==> config.mk <==
export PLATFORM = sky130hd
export DESIGN_NAME = palette_lut_flat
export DESIGN_NICKNAME = d
export VERILOG_FILES = /design/src/rtl/palette_lut_if.sv /design/src/rtl/palette_lut.sv /design/src/flat_wrapper.sv
export SDC_FILE = /design/constraint.sdc
export NUM_CORES = 1
export LEC_CHECK = 0
export BUFFER_PORTS_ARGS = -buffer_cell sky130_fd_sc_hd__buf_4
export CAP_MARGIN = 20
export CORE_MARGIN = 3
export CORE_UTILIZATION = 60
export DETAILED_ROUTE_END_ITERATION = 10
export PLACE_DENSITY = 0.76
export SYNTH_ARGS = -nofsm -noshare
export SYNTH_HDL_FRONTEND = slang
export SYNTH_SLANG_ARGS = --single-unit
==> constraint.sdc <==
create_clock -name clk -period 2.2 [get_ports clk]
set_clock_uncertainty 0.05 [all_clocks]
set_input_delay 0.11 -clock clk [delete_from_list [all_inputs] [get_ports clk]]
set_output_delay 0.11 -clock clk [all_outputs]
set_load 0.005 [all_outputs]
==> src/rtl/palette_lut_if.sv <==
// Pixel stream, palette write port and registered RGB result of the palette lookup.
interface palette_lut_if #(
  parameter int IDX_W = 3
);
  logic             pix_valid_in;
  logic [IDX_W-1:0] color_in;
  logic             blank_in;
  logic             wr_en;
  logic [IDX_W-1:0] wr_addr;
  logic [7:0]       wr_data;
  logic             wr_flash;
  logic             flash_en;
  logic             frame_tick;
  logic [7:0]       rgb_out;
  logic             rgb_valid;
  logic             transp_out;

  modport master (
    output pix_valid_in, color_in, blank_in,
    output wr_en, wr_addr, wr_data, wr_flash,
    output flash_en, frame_tick,
    input  rgb_out, rgb_valid, transp_out
  );

  modport slave (
    input  pix_valid_in, color_in, blank_in,
    input  wr_en, wr_addr, wr_data, wr_flash,
    input  flash_en, frame_tick,
    output rgb_out, rgb_valid, transp_out
  );
endinterface

==> src/rtl/palette_lut.sv <==
// Two-stage colour-index to RRRGGGBB lookup with a writable palette,
// per-entry flashing driven by frame ticks, blanking and a transparency flag.
module palette_lut #(
  parameter int IDX_W      = 3,
  parameter int FLASH_DIV  = 16,
  parameter int TRANSP_IDX = 7
) (
  input logic         clk,
  input logic         rst_n,
  palette_lut_if.slave bus
);
  localparam int ENTRIES = 2 ** IDX_W;
  localparam int DIV_LAST_I = FLASH_DIV - 1;
  localparam logic [7:0] DIV_LAST = DIV_LAST_I[7:0];
  localparam logic [IDX_W-1:0] TRANSP = TRANSP_IDX[IDX_W-1:0];

  typedef enum logic {
    PHASE_OFF = 1'b0,
    PHASE_ON  = 1'b1
  } phase_t;

  // Entries 0..7 mirror the legacy fixed 3-bit colour decoder.
  function automatic logic [7:0] default_entry(input int i);
    case (i)
      1:       return 8'hE0;
      2:       return 8'h1C;
      3:       return 8'hFC;
      4:       return 8'h1F;
      5:       return 8'hE3;
      6:       return 8'hE0;
      default: return 8'h00;
    endcase
  endfunction

  logic [7:0]       palette [ENTRIES];
  logic [ENTRIES-1:0] flash_mask;

  logic             s1_valid;
  logic [IDX_W-1:0] s1_idx;
  logic             s1_blank;

  phase_t           phase_q, phase_d;
  logic [7:0]       cnt_q, cnt_d;
  logic [7:0]       rgb_d;
  logic             flash_hit;

  always_ff @(posedge clk or negedge rst_n) begin
    if (!rst_n) begin
      for (int i = 0; i < ENTRIES; i++) palette[i] <= default_entry(i);
      flash_mask <= '0;
    end else if (bus.wr_en) begin
      palette[bus.wr_addr]    <= bus.wr_data;
      flash_mask[bus.wr_addr] <= bus.wr_flash;
    end
  end

  always_ff @(posedge clk or negedge rst_n) begin
    if (!rst_n) begin
      s1_valid <= 1'b0;
      s1_idx   <= '0;
      s1_blank <= 1'b0;
    end else begin
      s1_valid <= bus.pix_valid_in;
      s1_idx   <= bus.color_in;
      s1_blank <= bus.blank_in;
    end
  end

  always_ff @(posedge clk or negedge rst_n) begin
    if (!rst_n) begin
      phase_q <= PHASE_OFF;
      cnt_q   <= 8'd0;
    end else begin
      phase_q <= phase_d;
      cnt_q   <= cnt_d;
    end
  end

  // Dropping flash_en parks the phase so flashing entries show immediately.
  always_comb begin
    phase_d = phase_q;
    cnt_d   = cnt_q;
    if (!bus.flash_en) begin
      phase_d = PHASE_OFF;
      cnt_d   = 8'd0;
    end else if (bus.frame_tick) begin
      if (cnt_q == DIV_LAST) begin
        cnt_d   = 8'd0;
        phase_d = (phase_q == PHASE_ON) ? PHASE_OFF : PHASE_ON;
      end else begin
        cnt_d = cnt_q + 8'd1;
      end
    end
  end

  // Palette is read before any same-edge write lands.
  always_comb begin
    flash_hit = (phase_q == PHASE_ON) && flash_mask[s1_idx];
    rgb_d     = palette[s1_idx];
    if (!s1_valid || s1_blank || flash_hit) rgb_d = 8'h00;
  end

  always_ff @(posedge clk or negedge rst_n) begin
    if (!rst_n) begin
      bus.rgb_out    <= 8'h00;
      bus.rgb_valid  <= 1'b0;
      bus.transp_out <= 1'b0;
    end else begin
      bus.rgb_out    <= rgb_d;
      bus.rgb_valid  <= s1_valid;
      bus.transp_out <= s1_valid && !s1_blank && (s1_idx == TRANSP);
    end
  end
endmodule

==> src/flat_wrapper.sv <==
// flat-port wrapper written by rule: the top's interface ports become plain ports
module palette_lut_flat 
#(
  parameter int IDX_W      = 3,
  parameter int FLASH_DIV  = 16,
  parameter int TRANSP_IDX = 7
)
  (clk, rst_n, bus_pix_valid_in, bus_color_in, bus_blank_in, bus_wr_en, bus_wr_addr, bus_wr_data, bus_wr_flash, bus_flash_en, bus_frame_tick, bus_rgb_out, bus_rgb_valid, bus_transp_out);
  palette_lut_if #(.IDX_W(IDX_W)) bus_i ();
  input logic clk;
  input logic rst_n;
  input wire logic [$bits(bus_i.pix_valid_in)-1:0] bus_pix_valid_in;
  input wire logic [$bits(bus_i.color_in)-1:0] bus_color_in;
  input wire logic [$bits(bus_i.blank_in)-1:0] bus_blank_in;
  input wire logic [$bits(bus_i.wr_en)-1:0] bus_wr_en;
  input wire logic [$bits(bus_i.wr_addr)-1:0] bus_wr_addr;
  input wire logic [$bits(bus_i.wr_data)-1:0] bus_wr_data;
  input wire logic [$bits(bus_i.wr_flash)-1:0] bus_wr_flash;
  input wire logic [$bits(bus_i.flash_en)-1:0] bus_flash_en;
  input wire logic [$bits(bus_i.frame_tick)-1:0] bus_frame_tick;
  output wire logic [$bits(bus_i.rgb_out)-1:0] bus_rgb_out;
  output wire logic [$bits(bus_i.rgb_valid)-1:0] bus_rgb_valid;
  output wire logic [$bits(bus_i.transp_out)-1:0] bus_transp_out;
  assign bus_i.pix_valid_in = bus_pix_valid_in;
  assign bus_i.color_in = bus_color_in;
  assign bus_i.blank_in = bus_blank_in;
  assign bus_i.wr_en = bus_wr_en;
  assign bus_i.wr_addr = bus_wr_addr;
  assign bus_i.wr_data = bus_wr_data;
  assign bus_i.wr_flash = bus_wr_flash;
  assign bus_i.flash_en = bus_flash_en;
  assign bus_i.frame_tick = bus_frame_tick;
  assign bus_rgb_out = bus_i.rgb_out;
  assign bus_rgb_valid = bus_i.rgb_valid;
  assign bus_transp_out = bus_i.transp_out;
  palette_lut #(.IDX_W(IDX_W), .FLASH_DIV(FLASH_DIV), .TRANSP_IDX(TRANSP_IDX)) u_core (.clk(clk), .rst_n(rst_n), .bus(bus_i));
endmodule
==> metrics.md <==
| Metric | Value |
|---|---|
| Yosys cell types | 35 |
| First-pass GRT wire length | 13.47 mm |
| Fin nets | 354 |
| Clock network fraction of design power | 25.7% |
| Max-Cap Viols | 0 |
| Fmax | 618.3 MHz |
| CP Capture Type | flip-flop |
| Die width | 90.99 µm |
| M3 GR Usage | 4.640% |
| Crit Reg-Reg Startpoint | u_core.s1_idx[1] |
| CP startpoint | u_core.s1_idx[1] |
| Synth-to-layout area growth | 15.56% |
| CTS resizes | 0 |
| DR DRC count | 0 |
| Fillers | 475 |
| I/O pin cnt | 32 |
| Vias in the first global route | 2,614 |
| Finish-stage setup viols | 0 |
| Port Buffer Count | 31 |
| Net Count, Synth | 300 |
| Largest net degree at the start of global routing | 52 |
| Crit path cell chain | buf_4 > nand2_1 > o21ai_1 > o31ai_4 > a21oi_1 |
| Leak Pwr | 2.181 nW |
| Clock latency on the worst-skew pair | 0.36 ns |
| Buf/Inv on CP | 1 |
| DR vias | 2,404 |
| Tmin final | 1.617 ns |
| Slowest library cell on the worst path | dfrtp_1 |
| Slew margin rel. | 58.46% |
| Overall Global Routing Usage | 21.29% |
| Fin Setup TNS | 0 ns |
| Gate power share | 16.8% |
| Area contributors post-synth | dfrtp_1 (41%), mux2_2 (19%), dfstp_2 (15%) |
| Post-route clock period utilization | 73.52% |
| Count of state elements after synthesis | 96 |
| Post-CTS Setup Repair Bufs | 0 |
| CTS tree | done |
| Avg Inst Size Synth | 15.65 µm² |
| Kind of critical path | flip-flop to flip-flop |
| Switch share | 24.43% |
| RSZ-0062 raised after global routing | no |
| Cell Int Power | 3.034 mW |
| Crit Path Max Fanout | 11 |
| Drt wl/cell | 18.06 µm |
| Num rows | 30 |
| Max-slew violations | 0 |
| Clock tree sinks | 96 |
| Cell Pwr Density | 801.7 nW/µm² |
| Sw power | 981.1 µW |
| Clk root buf | clkbuf_8 |
| Critical path's largest stage delay | 0.52 ns |
| Critical Path Start Type | flip-flop |
| Design Power | 4.015 mW |
| Clock Tree Buf Depth | 2 |
| Synth top area share | 40.99% |
| Crit path DAT | 1.79 ns |
| Yosys warnings | 0 |
| H-tree level count | 3 |
| Post-route ant nets | 0 |
| Routed Wire Length | 7.803 mm |
| Starting Density | 62.75% |
| HP Start | bus_frame_tick |
| Area of the die | 8279 µm² |
| Met2 GRT Util | 35.50% |
| Clk slew on worst S/H paths | 0.09 ns |
| DRT Pass-1 Iters | 4 |
| Die Y | 90.99 µm |
| Ant. Diodes | 0 |
| CP delay by family, top | compound AO/OA/AOI/OAI gates |
| Placed wire-length estimate | 5.154 mm |
| Mapped Area | 4334 µm² |
| Total CTS buffers | 9 |
| GRT overflow | 0 |
| Placer Congestion | 0.7590 |
| Final Hold Viols | 0 |
| Initial drt markers | 94 |
| M1 GR Usage | 27.70% |
| Vias per std cell | 5.565 |
| Post-synthesis sequential area ratio | 56.15% |
| Hold Path Class | primary input to flip-flop |
| Top Usage Layer GRT | met2 |
| Gate Count Post-Synth | 277 |
| Seq pwr share | 57.5% |
| Least-Margin Pin Slew | 0.6212 ns |
| Share of layout cells above drive strength 1 | 47.92% |
| Worst EP required | 2.37 ns |
| Worst VDD drop | 644.5 µV |
| Initial antenna violation count | 0 |
| Core area | 6907 µm² |
| Cell taking the most area after synthesis | dfrtp_1 |
| Status | finished clean |
[registers in the layout, indices dropped and copies added, names as in the netlist, 3 cells and up]
register and cells:
u_core.bus.rgb_out 8, u_core.cnt_q 8, u_core.flash_mask 8, u_core.palette 64, u_core.s1_idx 3
[worst paths after layout]
check / slack [ns] / to / cells after the start
max: 0.58 / u_core.bus.rgb_out[2] / 5
min: 0.03 / u_core.cnt_q[1] / 3
max reg2reg: 0.58 / u_core.bus.rgb_out[2] / 5
min reg2reg: 0.33 / u_core.bus.rgb_valid / 0
max in group asynchronous: 1.11 / u_core.palette[17] / 3
min in group asynchronous: 0.24 / u_core.palette[46] / 2
[layer usage]
metal	wire length, µm	part of all wire [%]	up-vias
met4	104	1.3	0
met2	4039	52	28
met3	221	2.8	8
met1	3439	44	1232
met5	0	0	-
li1	-	-	1136
[power by group through the flow]
| stage | Sequential, mW | Combinational (mW) | Clock [mW] |
|---|---|---|---|
| after floorplan | 2.27 | 0.508 | 0 |
| after global placement | 2.33 | 0.641 | 0 |
| after detailed placement | 2.34 | 0.661 | 0 |
| after CTS | 2.31 | 0.686 | 1.06 |
| after global routing | 2.35 | 0.744 | 1.14 |
| final | 2.31 | 0.676 | 1.03 |
[synthesized netlist by cell type, drive strengths merged]
cell / instances
ha: 1
and3: 1
o21a: 1
dfrtp: 71
nand2: 15
nor2b: 3
mux4: 17
xnor2: 7
nor3b: 3
buf: 12
a21oi: 9
and2: 2
mux2: 74
nand3: 3
o31ai: 1
o21ai: 1
nand4b: 3
and2b: 1
mux2i: 1
nor2: 8
nor4: 2
nor3: 4
dfstp: 25
nand4: 1
and4: 1
nand2b: 10
[placed cells by master (no fill, tap or decap), types with 2 or more instances in the layout]
cell	count
nor4_1	2
mux2_2	72
nand2_1	15
clkbuf_1	2
nand4b_2	3
nand2b_1	9
nor3_4	2
mux4_1	17
clkinv_4	2
nand3_1	3
nor3_1	2
buf_4	38
a21oi_1	9
nor3b_1	2
dfstp_2	25
dlygate4sd3_1	16
clkbuf_8	10
nor2_1	7
dfrtp_1	71
nor2b_1	3
and2_1	2
xnor2_1	7
[worst reg2reg max path, delay by kind of cell, from the launching register on]
kind / cells / cell delay (ns)
AND/OR/NAND/NOR: 1 / 0.07
AO/OA/AOI/OAI: 3 / 0.60
buffers and inverters: 1 / 0.25
flip-flops: 1 / 0.52
[stage by stage]
stage | cell area [µm²] | instances | setup WS (ns) | hold WS (ns) | util [%]
floorplan | 4334 | 277 | 0.7211 | -0.2356 | -
global placement | 4673 | 400 | 0.6215 | 0.1094 | 67.66
detailed placement | 4673 | 400 | 0.5736 | 0.1070 | 67.66
CTS | 5009 | 432 | 0.5507 | 0.01608 | 72.52
global route | 5009 | 432 | 0.4192 | 0.04506 | 72.52
finish | 5009 | 432 | 0.5826 | 0.03249 | 72.52
[cells by family (layout without fill, tap and decap cells)]
logic type / after synthesis / count (layout) / share of synthesized area [%]
AO/OA/AOI/OAI: 12 / 12 / 1.819
XOR/XNOR: 7 / 7 / 1.415
adder cells (fa/ha/maj): 1 / 1 / 0.2886
buffers and inverters: 12 / 71 / 1.992
flip-flops: 96 / 96 / 56.15
multiplexers: 92 / 92 / 29.85
AND/OR/NAND/NOR: 57 / 57 / 8.487
[what timing repair did]
item / in CTS / in global routing
endpoints found under the hold margin: 112 / 0
hold buffers: 16 / 0
endpoints found under the setup margin: 0 / 0
[area by class of cell]
class	instances	area, µm²	share of cell area (%)
sequential	96	2434	48.59
multi-input combinational	169	1814	36.22
timing repair buffer	55	465.4	9.293
clock buffer	12	145.1	2.898
tap	96	120.1	2.398
clock inverter	4	30.03	0.5996
Power figures use the tool's default switching activity.
